**src/rtl/pc_redirect_ctrl_pkg.sv**
```systemverilog
// Shared constants and state encoding for the fetch-PC redirect controller.
package pc_redirect_ctrl_pkg;

    localparam logic [31:0] RESET_PC_DEFAULT   = 32'h0000_3000;
    localparam logic [31:0] EXC_VECTOR_DEFAULT = 32'h0000_4180;
    localparam logic [31:0] PC_STEP            = 32'd4;

    typedef enum logic {
        PCS_RUN   = 1'b0,
        PCS_REDIR = 1'b1
    } pc_state_e;

endpackage

```
**src/rtl/pc_redirect_ctrl_next_mux.sv**
```systemverilog
// Priority select of the next fetch PC and delay-slot tag (purely combinational).
module pc_next_mux
    import pc_redirect_ctrl_pkg::*;
#(
    parameter logic [31:0] EXC_VECTOR = EXC_VECTOR_DEFAULT
) (
    input  logic        in_redir,
    input  logic [31:0] pc_cur,
    input  logic        bd_cur,
    input  logic        stall,
    input  logic        is_ctrl_d,
    input  logic        br,
    input  logic [31:0] br_target,
    input  logic        jump,
    input  logic [31:0] jump_target,
    input  logic        jr,
    input  logic [31:0] jr_target,
    input  logic        exc_req,
    input  logic        eret,
    input  logic [31:0] epc,
    output logic [31:0] pc_next,
    output logic        bd_next,
    output logic        redirect
);

    logic [31:0] pc_seq;

    assign pc_seq = pc_cur + PC_STEP;

    always_comb begin
        pc_next  = pc_seq;
        bd_next  = is_ctrl_d;
        redirect = 1'b0;
        if (exc_req) begin
            pc_next  = EXC_VECTOR;
            bd_next  = 1'b0;
            redirect = 1'b1;
        end else if (in_redir) begin
            // D holds a bubble after a redirect, so nothing in it can steer fetch.
            pc_next = pc_seq;
            bd_next = 1'b0;
        end else if (eret) begin
            pc_next  = epc;
            bd_next  = 1'b0;
            redirect = 1'b1;
        end else if (stall) begin
            pc_next = pc_cur;
            bd_next = bd_cur;
        end else if (jr) begin
            pc_next = jr_target;
        end else if (jump) begin
            pc_next = jump_target;
        end else if (br) begin
            pc_next = br_target;
        end
    end

endmodule

```
**src/rtl/pc_redirect_ctrl.sv**
```systemverilog
// Fetch PC owner: sequences branches, jumps, exceptions and ERET for the F stage.
// Optional fetch address-error output enabled by defining PC_ALIGN_CHECK_EN.
module pc_redirect_ctrl
    import pc_redirect_ctrl_pkg::*;
#(
    parameter logic [31:0] RESET_PC   = RESET_PC_DEFAULT,
    parameter logic [31:0] EXC_VECTOR = EXC_VECTOR_DEFAULT
`ifdef PC_ALIGN_CHECK_EN
    ,
    parameter logic [31:0] PC_LO      = 32'h0000_3000,
    parameter logic [31:0] PC_HI      = 32'h0000_6FFC
`endif
) (
    input  logic        clk,
    input  logic        reset,
    input  logic        stall,
    input  logic        is_ctrl_d,
    input  logic        br,
    input  logic [31:0] br_target,
    input  logic        jump,
    input  logic [31:0] jump_target,
    input  logic        jr,
    input  logic [31:0] jr_target,
    input  logic        exc_req,
    input  logic        eret,
    input  logic [31:0] epc,
    output logic [31:0] pc_f,
    output logic        bd_f,
    output logic        flush_fd,
    output logic        redir_f
`ifdef PC_ALIGN_CHECK_EN
    ,
    output logic        exc_adel_f
`endif
);

    pc_state_e   state_reg, state_next;
    logic [31:0] pc_reg, pc_next;
    logic        bd_reg, bd_next;
    logic        redirect;

    pc_next_mux #(
        .EXC_VECTOR (EXC_VECTOR)
    ) u_next_mux (
        .in_redir    (state_reg == PCS_REDIR),
        .pc_cur      (pc_reg),
        .bd_cur      (bd_reg),
        .stall       (stall),
        .is_ctrl_d   (is_ctrl_d),
        .br          (br),
        .br_target   (br_target),
        .jump        (jump),
        .jump_target (jump_target),
        .jr          (jr),
        .jr_target   (jr_target),
        .exc_req     (exc_req),
        .eret        (eret),
        .epc         (epc),
        .pc_next     (pc_next),
        .bd_next     (bd_next),
        .redirect    (redirect)
    );

    always_ff @(posedge clk) begin
        if (reset) begin
            state_reg <= PCS_RUN;
            pc_reg    <= RESET_PC;
            bd_reg    <= 1'b0;
        end else begin
            state_reg <= state_next;
            pc_reg    <= pc_next;
            bd_reg    <= bd_next;
        end
    end

    // REDIR lasts one cycle unless another exception re-enters it.
    always_comb begin
        state_next = PCS_RUN;
        if (redirect) begin
            state_next = PCS_REDIR;
        end
    end

    assign pc_f     = pc_reg;
    assign bd_f     = bd_reg;
    assign redir_f  = (state_reg == PCS_REDIR);
    assign flush_fd = redirect & ~reset;

`ifdef PC_ALIGN_CHECK_EN
    logic bad_pc;

    assign bad_pc     = (pc_reg[1:0] != 2'b00) | (pc_reg < PC_LO) | (pc_reg > PC_HI);
    // The fetch being flushed never retires, so it must not raise AdEL.
    assign exc_adel_f = bad_pc & ~flush_fd;
`endif

endmodule
```
**config.mk**
```make
export PLATFORM = sky130hd
export DESIGN_NAME = pc_redirect_ctrl
export DESIGN_NICKNAME = d
export VERILOG_FILES = /design/src/rtl/pc_redirect_ctrl_pkg.sv /design/src/rtl/pc_redirect_ctrl_next_mux.sv /design/src/rtl/pc_redirect_ctrl.sv
export SDC_FILE = /design/constraint.sdc
export NUM_CORES = 1
export LEC_CHECK = 0
export CORE_ASPECT_RATIO = 0.9
export CORE_MARGIN = 3
export CORE_UTILIZATION = 50
export DETAILED_ROUTE_END_ITERATION = 10
export DONT_BUFFER_PORTS = 1
export SYNTH_ARGS = -nofsm -noshare
export SYNTH_HDL_FRONTEND = slang
export SYNTH_HIERARCHICAL = 1
export SYNTH_SLANG_ARGS = --single-unit
```
**constraint.sdc**
```tcl
create_clock -name clk -period 3 [get_ports clk]
set_input_delay 0.6 -clock clk [delete_from_list [all_inputs] [get_ports clk]]
set_output_delay 0.6 -clock clk [all_outputs]
set_load 0.01 [all_outputs]
```
=== Yosys cells after proc, flatten, opt, wreduce, memory -nomap -nowiden ===
Cells that the tools add are included.

* Equal/unequal tests: 2
* Muxes and demuxes: 11
* Reductions and logical operators: 2
* Bitwise gates (word level): 2
* Add/sub/neg operators: 1

{| class="wikitable"
|+ Operators with widths
! cell !! number
|-
| 32-bit 2-to-1 mux || 6
|-
| 32-bit by 3-bit adder with 32-bit output, second input constant || 1
|-
| 15-bit 2-to-1 mux || 1
|-
| 1-bit 2-to-1 mux || 4
|-
| 4-bit by 1-bit != test with 1-bit output, second input constant || 1
|-
| 4-bit OR reduction || 1
|-
| 3-bit by 1-bit != test with 1-bit output, second input constant || 1
|-
| 2-bit OR reduction || 1
|-
| 1-bit bitwise AND || 1
|-
| 1-bit NOT || 1
|}

* Flip-flop bits (word level): 34
* Input bits: 137
* Word-level logic and storage cells: 22

=== Depth between registers and ports, before layout ===
* Depth in word-level cells: 8
* Mapped depth: 9

=== By module ===
Netlist, hierarchy kept.

{| class="wikitable"
|+ Modules (own cells, without submodules)
! module !! cells an instance !! times used !! area each (µm²)
|-
| pc_next_mux || 461 || 1 || 2849.0
|-
| pc_redirect_ctrl || 72 || 1 || 922.1
|}

=== Least setup slack after synthesis ===
Ideal clock, no wire load.

* Kind: input to register
* Start point: input port stall
* End point: register pc_reg[29], in the netlist pc_f[29]
* Arrival time: 2.126 ns
* Slack: 0.759 ns
* Data required time: 2.886 ns
* Setup time: 0.114 ns
* Cell stages on the path: 9
* Cells stage by stage: clkbuf_1 > or2_2 > clkbuf_1 > clkbuf_1 > a21oi_1 > nand3_1 > o21bai_1 > a32o_1 > and2b_1

* Word-level cells in the longest chain between the ends: 1

{| class="wikitable"
|+ RTL lines
! element !! RTL line !! RTL
|-
| start: declaration || pc_redirect_ctrl.sv:16 || <nowiki>input logic stall,</nowiki>
|-
| 3-bit by 1-bit != test with 1-bit output (no source line) || -- ||
|-
| end signal: assignment || pc_redirect_ctrl.sv:71 || <nowiki>pc_reg <= pc_next;</nowiki>
|-
| end: declaration || pc_redirect_ctrl.sv:38 || <nowiki>logic [31:0] pc_reg, pc_next;</nowiki>
|}

No other way between the ends.
A chain may end at the register's enable or synchronous reset.

=== Worst setup path after layout ===
* Start point: register pc_reg[2], in the netlist pc_f[2]
* End point: register pc_reg[18], in the netlist pc_f[18]

* Word-level cells in the longest chain between the ends: 7

{| class="wikitable"
|+ RTL lines
! element !! RTL line !! RTL
|-
| 32-bit by 3-bit adder with 32-bit output (*) || pc_redirect_ctrl_next_mux.sv:28 || <nowiki>assign pc_seq = pc_cur + PC_STEP;</nowiki>
|-
| 32-bit 2-to-1 mux || pc_redirect_ctrl_next_mux.sv:53 || <nowiki>end else if (br) begin</nowiki>
|-
| 32-bit 2-to-1 mux || pc_redirect_ctrl_next_mux.sv:51 || <nowiki>end else if (jump) begin</nowiki>
|-
| 32-bit 2-to-1 mux || pc_redirect_ctrl_next_mux.sv:49 || <nowiki>end else if (jr) begin</nowiki>
|-
| 32-bit 2-to-1 mux || pc_redirect_ctrl_next_mux.sv:46 || <nowiki>end else if (stall) begin</nowiki>
|-
| 32-bit 2-to-1 mux || pc_redirect_ctrl_next_mux.sv:42 || <nowiki>end else if (eret) begin</nowiki>
|-
| 32-bit 2-to-1 mux (*) || pc_redirect_ctrl_next_mux.sv:38 || <nowiki>end else if (in_redir) begin</nowiki>
|}

Mark *: on every way between the ends. The rest lies on a longest branch, timed or not. The select of a mux whose other input is x is not followed.

==> impl_metrics.ini <==
[status]
outcome = completed

[power]
comb_power_share = 0.272
switching_power_mw = 0.405
max-vdd-ir-drop_mv = 0.190
powerDensity_nw_per_um2 = 312
p_leak_nw = 1.31
seqPwrFrac = 0.448
internal_power_mw = 0.798
p_clk_frac = 0.281
p_sw_frac = 0.336

[min_path]
hold_class = input port to flip-flop

[worst_setup_path]
r2r_start = pc_f[2]
critPathMaxFanout = 8
crit_type = flip-flop to flip-flop
crit_path_start = pc_f[2]
r2r_cells = 7
timing.rr.end = pc_f[18]
worst_ep_required_time_ps = 3190
regToRegSetupSlack_ps = 520
cp_data_arrival_time_ps = 2670
worstSetupEndpoint = pc_f[18]
endpoint_kind = flip-flop
cp-start-kind = flip-flop

[sta]
period_minus_slack_ps = 2480
max_freq_mhz = 403
rsz0062_at_grt = false
skew_ps = 6.60
slew_headroom = 0.505
fin_tns_setup_ps = 0
drv_slew = 0
worst_pin_slew_ps = 741
finalSetupViolations = 0
min_period_over_period = 0.828
hold_viol = 0
layout_setup_ws_ps = 516

[place]
finalWeightedCongestion = 0.837
port_buffers = 0
place_ws_ps = 538
dp_hpwl_um = 9430
place_area_um2 = 3780

[cts]
insertion_delay_ps = 290
cts_made_buffers = 5
cts_tree = yes
ctsResizeCount = 0
cts-hold-fix-buffers = 0
cts.htree.levels = 2
clock_sinks = 34
cts_buffer_depth = 2
clk_pin_slew_ps = 70
cts_setup_buffers = 0
root_buffer = clkbuf_8

[global_routing]
grt_max_degree = 67
grt_pass1_vias = 3907
antenna_found_initial = 0
grt_remaining_overflow = 0
grt_pass1_wl_um = 20800
grt_use_total = 0.299

[drt]
num_vias = 4083
viasPerCell = 6.85
drc = 0
drtIter0Drc = 274
drt_pass1_iterations = 5
wl_um = 13600
post_drt_wl_per_cell_um = 22.7
ant_nets = 0

[logic_synthesis]
synth_top_area_frac = 0.180
synthAdderAreaFrac = 0.00332
synth-main-ff-cell = dfxtp_1
synth_top_area_cell = dfxtp_1
synthArstFlopShare = 0
synthTopCellsByArea = dfxtp_1 (18%), o21ai_0 (6.6%), nor2b_1 (6.0%)
synth_edf_count = 0
synth-simple-area-share = 0.283
ys_ff_latch = 34
synth_cells = 533
synth-xor-area-share = 0.0557
synth_area_per_cell_um2 = 7.08
muxShareOfSynthArea = 0.0348
synth_top_family_by_area = compound AO/OA/AOI/OAI gates
synth_compound_area_frac = 0.375
synth_cell_types = 62
ys_warn_count = 6
seq_area_frac_synth = 0.180
syn-num-nets = 671
synth_area_um2 = 3770

[floorplan]
io_pins = 172
design.die.area_um2 = 8620
core-area_um2 = 7180
dieWidth_um = 97.5
fp-row-count = 29
start_util = 0.525
die_y_um = 88.4

[layout]
final_util = 0.536
seq_area_um2 = 681
drive_above_1_share = 0.0596
fill_cells = 758
layout_commonest_cell = o21ai_0
area_growth_pct = 2.16
final_cell_mix = o21ai_0 (50), nor2b_1 (35), nor2_1 (35), dfxtp_1 (34), nand2_1 (33)
nNetsFinal = 641
diodes = 0
design_area_um2 = 3850
multiInputGateArea_um2 = 2840

[job]
max-cap-violations = 0
==> registers in the layout, indices dropped and copies added (netlist names) <==
register and count:
redir_f 1, pc_f 32, bd_f 1
==> worst max-delay path, stage by stage, from the launching register on <==
cell,delay (ps)
dfxtp_1,500
ha_1,260
nand4_1,330
nor4_1,590
mux2i_1,240
o21ai_0,90
a32o_1,260
nor2b_1,120
==> power groups by stage <==
stage,Clock [mW],Combinational [mW],Sequential [mW]
floorplan,0,0.307,0.530
global placement,0,0.315,0.548
detailed placement,0,0.320,0.549
CTS,0.344,0.321,0.538
global route,0.362,0.363,0.544
finish,0.337,0.327,0.539
==> synth_stat cells, types with 3 or more instances <==
| cell | n |
|---|---|
| o21ai_0 | 50 |
| clkbuf_1 | 36 |
| nor2b_1 | 36 |
| nor2_1 | 35 |
| dfxtp_1 | 34 |
| nand2_1 | 33 |
| a21oi_1 | 25 |
| a221oi_1 | 19 |
| a22oi_1 | 19 |
| nand2b_1 | 19 |
| nand3_1 | 18 |
| o21a_1 | 17 |
| inv_1 | 16 |
| xnor2_1 | 13 |
| mux2i_1 | 12 |
| xor2_1 | 11 |
| o22ai_1 | 9 |
| o31a_1 | 9 |
| nor3_1 | 8 |
| buf_2 | 7 |
| nand4_1 | 7 |
| o211ai_1 | 7 |
| a211oi_1 | 6 |
| a31oi_1 | 6 |
| nor4_1 | 6 |
| a2111oi_0 | 5 |
| or2_2 | 5 |
| a32o_1 | 4 |
| buf_1 | 4 |
| nor3b_1 | 4 |
| o21bai_1 | 4 |
| or3_1 | 4 |
| a21o_1 | 3 |
| a22o_1 | 3 |
| and2_1 | 3 |
==> worst min path at each step <==
stage	startpoint	to	slack (ps)	cells past startpoint
global route	reset	pc_f[31]	360	1
CTS	reset	pc_f[1]	370	1
finish	reset	pc_f[1]	370	1
floorplan	pc_f[0]	pc_f[0]	640	3
global placement	reset	pc_f[31]	680	1
detailed placement	reset	pc_f[1]	680	1
==> cell type report <==
class                           instances  area share
Timing Repair Buffer                   11      0.0214
Tap cell                               93      0.0302
Sequential cell                        34       0.177
Multi-Input combinational cell        435       0.736
Clock buffer                            7      0.0198
Inverter                               16      0.0156
==> stage by stage <==
step	hold slack, ps	cells	power (mW)
floorplan	638	533	0.837
global placement	677	589	0.863
detailed placement	678	589	0.869
CTS	369	596	1.20
global route	362	596	1.27
finish	372	596	1.20
==> cells by family (layout without fill, tap and decap cells) <==
group	after synthesis	in the layout
AO/OA/AOI/OAI	204	204
XOR/XNOR	24	24
adder cells (fa/ha/maj)	1	1
buffers and inverters	64	34
flip-flops	34	34
multiplexers	13	13
AND/OR/NAND/NOR	193	193
==> layer usage <==
layer	global-route usage	up-vias	wire length, um
met4	0.0755	0	123
met3	0.0796	9	1280
met2	0.486	203	6150
li1	-	1933	-
met5	0	-	0
met1	0.400	1938	6000
Note: power is estimated with default switching activity, not from simulation.
